<file path="src/rtl/pio_blink_pkg.sv">
`default_nettype none
// ============================================================================
//  Module      : pio_blink_pkg
//  Description : Shared types and constants for the PIO blink master.
//                Holds the FSM state encoding, the PIO register offsets and
//                the Avalon-MM data width.
//  Revision    : 1.0  initial release
// ============================================================================
package pio_blink_pkg;

    localparam int AVM_DATA_W = 32;

    // PIO slave register map (word offsets on the Avalon address bus)
    localparam logic [2:0] PIO_DATA   = 3'd0;
    localparam logic [2:0] PIO_OUTSET = 3'd4;
    localparam logic [2:0] PIO_OUTCLR = 3'd5;

    typedef enum logic [1:0] {
        IDLE  = 2'd0,
        COUNT = 2'd1,
        WRITE = 2'd2,
        READ  = 2'd3
    } state_e;

endpackage
`default_nettype wire

</file>
<file path="src/rtl/pio_blink_timer.sv">
`default_nettype none
// ============================================================================
//  Module      : pio_blink_timer
//  Description : Period counter for the PIO blink master. Counts while
//                i_inc is high, returns to zero on i_clr, and flags the last
//                count of the period on o_tc.
//  Ports       : clk      - system clock
//                reset_n  - asynchronous active-low reset
//                i_clr    - synchronous clear (dominates i_inc)
//                i_inc    - advance the counter by one
//                o_tc     - counter equals PERIOD_CYCLES-1
//  Revision    : 1.0  initial release
// ============================================================================
module pio_blink_timer #(
    parameter int unsigned PERIOD_CYCLES = 50000000
) (
    input  logic clk,
    input  logic reset_n,
    input  logic i_clr,
    input  logic i_inc,
    output logic o_tc
);

    localparam int unsigned          CNT_W    = $clog2(PERIOD_CYCLES);
    localparam logic [CNT_W-1:0]     TC_VALUE = CNT_W'(PERIOD_CYCLES - 1);

    logic [CNT_W-1:0] count_q;
    logic [CNT_W-1:0] count_d;

    always_comb begin
        count_d = count_q;
        if (i_clr) begin
            count_d = '0;
        end else if (i_inc) begin
            count_d = count_q + CNT_W'(1);
        end
    end

    always_ff @(posedge clk or negedge reset_n) begin
        if (!reset_n) begin
            count_q <= '0;
        end else begin
            count_q <= count_d;
        end
    end

    assign o_tc = (count_q == TC_VALUE);

endmodule
`default_nettype wire

</file>
<file path="src/rtl/pio_blink_master.sv">
`default_nettype none
// ============================================================================
//  Module      : pio_blink_master
//  Description : Avalon-MM master that toggles a single-bit output PIO by
//                alternately writing its OUTSET (4) and OUTCLR (5) registers
//                every PERIOD_CYCLES clocks.
//                Optional build macro PIO_BLINK_VERIFY_READBACK_EN adds a
//                read of the PIO data register after each write; a mismatch
//                against the expected level sets the sticky err flag.
//  Ports       : clk, reset_n          - clock, async active-low reset
//                enable                - run/stop toggling (level)
//                address .. writedata  - Avalon-MM master outputs
//                readdata, waitrequest - Avalon-MM master inputs
//                busy                  - FSM not idle
//                toggle_count          - completed toggle writes (wraps)
//                err                   - sticky readback mismatch
//  Revision    : 1.0  initial release
// ============================================================================
module pio_blink_master
    import pio_blink_pkg::*;
#(
    parameter int unsigned            PERIOD_CYCLES = 50000000,
    parameter logic [AVM_DATA_W-1:0]  BIT_MASK      = 32'h1,
    parameter logic                   INIT_LEVEL    = 1'b1
) (
    input  logic                   clk,
    input  logic                   reset_n,
    input  logic                   enable,
    output logic [2:0]             address,
    output logic                   chipselect,
    output logic                   write_n,
    output logic                   read_n,
    output logic [AVM_DATA_W-1:0]  writedata,
    input  logic [AVM_DATA_W-1:0]  readdata,
    input  logic                   waitrequest,
    output logic                   busy,
    output logic [15:0]            toggle_count,
    output logic                   err
);

    state_e                  state_q,        state_d;
    logic                    shadow_q,       shadow_d;
    logic [15:0]             toggle_count_q, toggle_count_d;
    logic                    err_q,          err_d;
    logic                    busy_q,         busy_d;
    logic [2:0]              address_q,      address_d;
    logic                    chipselect_q,   chipselect_d;
    logic                    write_n_q,      write_n_d;
    logic                    read_n_q,       read_n_d;
    logic [AVM_DATA_W-1:0]   writedata_q,    writedata_d;

    logic w_tc;
    logic w_timer_clr;
    logic w_timer_inc;
    logic w_unused;

    // The period counter only runs in COUNT; every other state holds it at
    // zero so each COUNT entry starts a fresh full period.
    assign w_timer_inc = (state_q == COUNT);
    assign w_timer_clr = (state_q != COUNT) || w_tc;

    pio_blink_timer #(
        .PERIOD_CYCLES (PERIOD_CYCLES)
    ) u_timer (
        .clk     (clk),
        .reset_n (reset_n),
        .i_clr   (w_timer_clr),
        .i_inc   (w_timer_inc),
        .o_tc    (w_tc)
    );

    always_comb begin
        state_d        = state_q;
        shadow_d       = shadow_q;
        toggle_count_d = toggle_count_q;
        err_d          = err_q;

        case (state_q)
            IDLE: begin
                if (enable) begin
                    state_d = COUNT;
                end
            end
            COUNT: begin
                if (!enable) begin
                    state_d = IDLE;
                end else if (w_tc) begin
                    state_d = WRITE;
                end
            end
            WRITE: begin
                if (!waitrequest) begin
                    shadow_d       = ~shadow_q;
                    toggle_count_d = toggle_count_q + 16'd1;
`ifdef PIO_BLINK_VERIFY_READBACK_EN
                    state_d        = READ;
`else
                    state_d        = COUNT;
`endif
                end
            end
`ifdef PIO_BLINK_VERIFY_READBACK_EN
            READ: begin
                // shadow_q already holds the level the write should produce
                if (!waitrequest) begin
                    if (readdata[0] != shadow_q) begin
                        err_d = 1'b1;
                    end
                    state_d = COUNT;
                end
            end
`endif
            default: begin
                state_d = IDLE;
            end
        endcase

        // Bus outputs are decoded from the next state so the registered
        // outputs line up with the state they belong to; while waitrequest
        // stalls, state and shadow are unchanged so the bus holds steady.
        address_d    = PIO_DATA;
        chipselect_d = 1'b0;
        write_n_d    = 1'b1;
        read_n_d     = 1'b1;
        writedata_d  = '0;
        case (state_d)
            WRITE: begin
                chipselect_d = 1'b1;
                write_n_d    = 1'b0;
                writedata_d  = BIT_MASK;
                address_d    = shadow_d ? PIO_OUTCLR : PIO_OUTSET;
            end
            READ: begin
                chipselect_d = 1'b1;
                read_n_d     = 1'b0;
                address_d    = PIO_DATA;
            end
            default: begin
            end
        endcase

        busy_d = (state_d != IDLE);
    end

    always_ff @(posedge clk or negedge reset_n) begin
        if (!reset_n) begin
            state_q        <= IDLE;
            shadow_q       <= INIT_LEVEL;
            toggle_count_q <= 16'd0;
            err_q          <= 1'b0;
            busy_q         <= 1'b0;
            address_q      <= 3'd0;
            chipselect_q   <= 1'b0;
            write_n_q      <= 1'b1;
            read_n_q       <= 1'b1;
            writedata_q    <= '0;
        end else begin
            state_q        <= state_d;
            shadow_q       <= shadow_d;
            toggle_count_q <= toggle_count_d;
            err_q          <= err_d;
            busy_q         <= busy_d;
            address_q      <= address_d;
            chipselect_q   <= chipselect_d;
            write_n_q      <= write_n_d;
            read_n_q       <= read_n_d;
            writedata_q    <= writedata_d;
        end
    end

    assign address      = address_q;
    assign chipselect   = chipselect_q;
    assign write_n      = write_n_q;
    assign writedata    = writedata_q;
    assign busy         = busy_q;
    assign toggle_count = toggle_count_q;

`ifdef PIO_BLINK_VERIFY_READBACK_EN
    assign read_n   = read_n_q;
    assign err      = err_q;
    // Only bit 0 of the PIO data register carries the output level
    assign w_unused = ^readdata[AVM_DATA_W-1:1];
`else
    assign read_n   = 1'b1;
    assign err      = 1'b0;
    assign w_unused = ^{readdata, read_n_q, err_q};
`endif

endmodule
`default_nettype wire

</file>
<file path="config.mk">
export PLATFORM = sky130hd
export DESIGN_NAME = pio_blink_master
export DESIGN_NICKNAME = d
export VERILOG_FILES = /design/src/rtl/pio_blink_pkg.sv /design/src/rtl/pio_blink_timer.sv /design/src/rtl/pio_blink_master.sv
export SDC_FILE = /design/constraint.sdc
export NUM_CORES = 1
export LEC_CHECK = 0
export CORE_ASPECT_RATIO = 0.7
export CORE_UTILIZATION = 40
export CTS_BUF_LIST = sky130_fd_sc_hd__clkbuf_4 sky130_fd_sc_hd__clkbuf_8 sky130_fd_sc_hd__clkbuf_16
export DETAILED_ROUTE_END_ITERATION = 6
export MAX_ROUTING_LAYER = met4
export PLACE_DENSITY = 0.72
export SYNTH_ARGS = -nofsm -noshare
export SYNTH_HDL_FRONTEND = slang
export SYNTH_SLANG_ARGS = --single-unit
</file>
<file path="constraint.sdc">
create_clock -name clk -period 4.9 [get_ports clk]
set_input_delay 0.735 -clock clk [delete_from_list [all_inputs] [get_ports clk]]
set_output_delay 0.735 -clock clk [all_outputs]
set_load 0.02 [all_outputs]
</file>
## Word-level counts from Yosys, hierarchy flattened

Cells that the tools add are included.

| operators by class | value |
|---|---|
| $add $sub $neg | 2 |
| equal/unequal tests | 6 |
| mux-type cells | 14 |
| bitwise logic cells | 2 |
| reduce and logical (&&, ||, !) cells | 6 |

Operators by type and width:

| kind | count |
|---|---|
| two-way mux 26 bit | 2 |
| adder 26 x 1 -> 26 bit (second input constant) | 1 |
| equality test 26 bit (second input constant) | 1 |
| adder 16 x 1 -> 16 bit (second input constant) | 1 |
| two-way mux 2 bit | 4 |
| equality test 2 bit (second input constant) | 3 |
| two-way mux 1 bit | 6 |
| case mux 2 bit (3 select lines) | 1 |
| nonzero test 2 bit | 2 |
| two-way mux 3 bit | 1 |
| equality test 2 x 1 -> 1 bit (second input constant) | 1 |
| zero test 2 bit | 1 |
| != test 2 x 1 -> 1 bit (second input constant) | 1 |
| NOT 1 bit | 2 |
| AND reduction 2 bit | 1 |
| OR reduction 2 bit | 1 |
| logical OR 1 bit | 1 |

| storage, ports and cells | value |
|---|---|
| register bits after elaboration | 83 |
| input port bits | 36 |
| output and inout bits | 56 |
| word-level logic and storage cells | 39 |

## Depth between registers and ports, before layout

| depth | value |
|---|---|
| word-level depth | 7 |
| depth in mapped cells | 7 |
| gate-level depth less buffers | 5 |

## Hierarchy

Synthesis repeated with hierarchy kept, for this count alone.

| unflattened totals | value |
|---|---|
| cell total of the unflattened synthesis | 263 |
| area total of the unflattened synthesis | 2672.6 um2 |

Modules (own cells, without submodules):

| module | instances | cells each | area each (um2) | seq. area each (um2) |
|---|---|---|---|---|
| pio_blink_timer | 1 | 151 | 1438.9 | 650.6 |
| pio_blink_master | 1 | 112 | 1233.7 | 578.1 |

## Worst setup path before layout

Ideal clock, no wire load.

| timing path | value |
|---|---|
| path kind | input port to flip-flop |
| start | input waitrequest |
| end | register toggle_count_q[13], in the netlist toggle_count[13] |
| library setup time | 0.129 ns |
| arrival time | 1.925 ns |
| path slack | 2.846 ns |
| stages on the path | 5 |
| buffers on the path | 1 |
| cell sequence | or3b_2 > buf_2 > nor4_4 > nand4_1 > xnor2_1 |

| on the way | value |
|---|---|
| longest elaborated chain between the ends | 2 |

Ends and longest elaborated chain:

| element | line | source |
|---|---|---|
| start: declaration | pio_blink_master.sv:35 | `input logic waitrequest,` |
| NOT 1 bit (no source line) | -- |  |
| AND reduction 2 bit (no source line) | -- |  |
| end signal: assignment | pio_blink_master.sv:160 | `toggle_count_q <= toggle_count_d;` |
| end: declaration | pio_blink_master.sv:43 | `logic [15:0] toggle_count_q, toggle_count_d;` |

No other way between the ends.
A chain may end at the register's enable or synchronous reset.

## Worst setup path in the final report

| timing path | value |
|---|---|
| start | input waitrequest |
| end | register toggle_count_q[15], in the netlist toggle_count[15] |

The elaborated chain is that of the path after synthesis.

==> flow_metrics.py <==
metrics = {
    "yosys": {
        "synth-xor-area-share": 0.0943,
        "ys_seq_elements": 50,
        "synthCells": 270,
        "yosysTopAreaCell": "dfrtp_1",
        "yosysWarnings": 0,
        "ys_types": 45,
        "postSynthAreaPerCell_um2": 9.98,
        "synthSimpleGateAreaFrac": 0.243,
        "synth.mux.area_fraction": 0.00418,
        "synth_top_area_share": 0.446,
        "synth_area_leaders": "dfrtp_1 (45%), buf_4 (9.8%), xnor2_1 (7.2%)",
        "syn_area_um2": 2690,
        "synthAdderAreaFrac": 0.00929,
        "ys_seq_area_frac": 0.465,
        "synth_top_family_by_area": "simple AND/OR/NAND/NOR gates",
        "synth_compound_area_frac": 0.0641,
    },
    "clock_network": {
        "clk_path_buf_depth": 2,
        "cts_hold_buf": 0,
        "post_cts_resized": 0,
        "post_cts_buffers": 0,
        "cts.sinks": 50,
        "cts_made_buffers": 5,
        "cts_tree": "done",
        "htree_num_levels": 2,
        "clk_latency_ns": 0.30,
        "cts.clk_slew.worst_paths_ns": 0.08,
        "cts-root-buf": "clkbuf_8",
    },
    "finish": {
        "stdcell_area_um2": 3010,
        "syn2layout_area_growth_pct": 11.7,
        "nets": 332,
        "final_cell_mix": "dfrtp_1 (48), conb_1 (34), nor2_1 (25)",
        "diodes": 0,
        "multi_input_area_um2": 1240,
        "drive_gt1_frac": 0.0915,
        "mostFrequentLayoutCell": "dfrtp_1",
        "fill_cells": 609,
        "register_area_um2": 1250,
    },
    "critical_path": {
        "reg2regPathDepth": 4,
        "endpoint": "toggle_count[15]",
        "cp.required_ns": 5.09,
        "worstReg2RegEnd": "u_timer.count_q[23]",
        "crit_path_end_kind": "register",
        "arrival_ns": 2.50,
        "worstSetupStartpoint": "waitrequest",
        "critPathKind": "primary input to register",
        "start_kind": "primary input",
        "rr_startpoint": "u_timer.count_q[12]",
        "r2r_slack_ns": 2.82,
        "critPathMaxFanout": 6,
    },
    "detailed_routing": {
        "drc": 0,
        "initialDrtViolationCount": 109,
        "wl_met1_mm": 2.57,
        "wl_met2_mm": 2.03,
        "ant_nets": 0,
        "finalWirelength_mm": 4.83,
        "vias": 1875,
        "dr.pass1.iters": 4,
        "met3_wirelength_um": 217,
        "routed.top_layer": "met4",
        "via_per_inst": 4.86,
        "wl_per_cell_um": 12.5,
    },
    "floorplanning": {
        "die_w_um": 100,
        "coreArea_um2": 6370,
        "start_util": 0.423,
        "die_height_um": 70.7,
        "num_rows": 24,
        "die_area_um2": 7070,
        "pin_count": 92,
    },
    "flow_run": {
        "maxCapViolCount": 0,
    },
    "pwr": {
        "pwr-share-seq": 0.543,
        "switching_power_w": 0.000186,
        "p_comb_frac": 0.072,
        "p_leak_nw": 1.28,
        "intPower_w": 0.000604,
        "p_sw_frac": 0.236,
        "ir_drop_uv": 149,
        "clockPowerShare": 0.386,
        "power_density_nw_per_um2": 263,
    },
    "placed_design": {
        "place_congestion": 0.797,
        "placed_area_um2": 2890,
        "dp_hpwl_mm": 3.37,
        "io_buffer_count": 25,
    },
    "global_route": {
        "grt_pass1_vias": 1685,
        "overflow": 0,
        "grt_max_degree": 51,
        "grt_first_pass_wirelength_mm": 8.09,
        "grt.total_usage": 0.151,
        "grt_antenna_before_repair": 0,
    },
    "outcome": {
        "status": "completed",
    },
    "sta": {
        "setup_violations": 0,
        "min_period_over_period": 0.471,
        "relSlewSlack": 0.259,
        "drv_slew": 0,
        "finalHoldViolCount": 0,
        "rsz0062_at_grt": "no",
        "skew_ns": 0.0100,
        "tightest_slew_ns": 1.11,
        "finalSetupTns_ns": 0,
        "period_needed_ns": 2.31,
        "clock.fmax_mhz": 433,
    },
    "min_path": {
        "hp-class": "register to register",
    },
}
==> how the worst min path moves through the flow <==
stage | start | end | slack (ns) | cells past startpoint
floorplan | reset_n | address[0] | 0.44 | 0
global placement | toggle_count[15] | toggle_count[15] | 0.46 | 1
detailed placement | toggle_count[15] | toggle_count[15] | 0.47 | 1
CTS | toggle_count[15] | toggle_count[15] | 0.49 | 1
global route | shadow_q | shadow_q | 0.50 | 1
finish | toggle_count[15] | toggle_count[15] | 0.48 | 1
==> registers in the layout (all words and copies together) (netlist names) <==
signal and flops:
state_q 2, write_n 1, busy 1, toggle_count 16, address 2, u_timer.count_q 26, shadow_q 1, chipselect 1
==> routing by layer <==
metal  vias to the layer above  global-route usage
li1                        917                   -
met5                         -                   -
met3                         3              0.0336
met4                         0              0.0386
met1                       912               0.227
met2                        43               0.202
==> cells in the mapped netlist <==
library cell and instances:
dfrtp_1 48, buf_4 35, nor2_1 25, xnor2_1 22
nand2_1 19, nand4_1 11, nand3_1 10, a21oi_1 8
nor3_1 7, xor2_1 7, and3_1 6, buf_2 6
inv_1 6, nor4_1 6, o31ai_1 6, o21ai_0 3
o41ai_1 3, or2_2 3, or4_1 3, or4b_1 3
a21oi_2 2, and2_1 2, and3_2 2, conb_1 2
dfstp_2 2, ha_1 2, or3_1 2, or4_4 2
a21bo_2 1, and2b_1 1, and4_1 1, mux2_2 1
nand2b_1 1, nand3_4 1, nand3b_1 1, nand4_2 1
nand4bb_1 1, nor2b_1 1, nor4_4 1, nor4b_1 1
nor4bb_1 1, o21a_1 1, o21ai_1 1, o22ai_1 1
or3b_2 1
==> power by group through the flow <==
stage               registers (W)  logic [W]  clock network (W)
floorplan                0.000436  0.0000601                  0
CTS                      0.000429  0.0000570           0.000315
global route             0.000430  0.0000637           0.000331
global placement         0.000437  0.0000562                  0
detailed placement       0.000437  0.0000568                  0
finish                   0.000429  0.0000566           0.000305
==> metrics by stage <==
step,std cells,power [W],setup WS (ns),hold WS [ns],util
floorplan,302,0.000497,2.85,0.439,-
global placement,378,0.000493,2.29,0.464,0.454
detailed placement,378,0.000494,2.28,0.471,0.454
CTS,386,0.000800,2.61,0.486,0.472
global route,386,0.000825,2.54,0.499,0.472
finish,386,0.000790,2.59,0.484,0.472
==> logic make-up after synthesis <==
kind of cell	count (synthesis)
buf+inv	47
simple gates	113
compound gates	26
xor+xnor	29
flops	50
other cells	2
fa+ha+maj	2
mux	1
==> area by class of cell <==
type	count	share of cell area
inverters	6	0.00749
clock buffers	7	0.0300
flip-flops and latches	50	0.417
well taps	91	0.0379
repair buffers	26	0.0840
multi-input cells	205	0.414
clock inverters	1	0.00998
==> worst max-delay path, stage by stage <==
cell and delay, ns:
clkdlybuf4s50_1 0.45, or3b_2 0.58, nor4_4 0.41, nand4_1 0.18
xnor2_1 0.15
No activity file was read; power rests on OpenSTA's default activity.
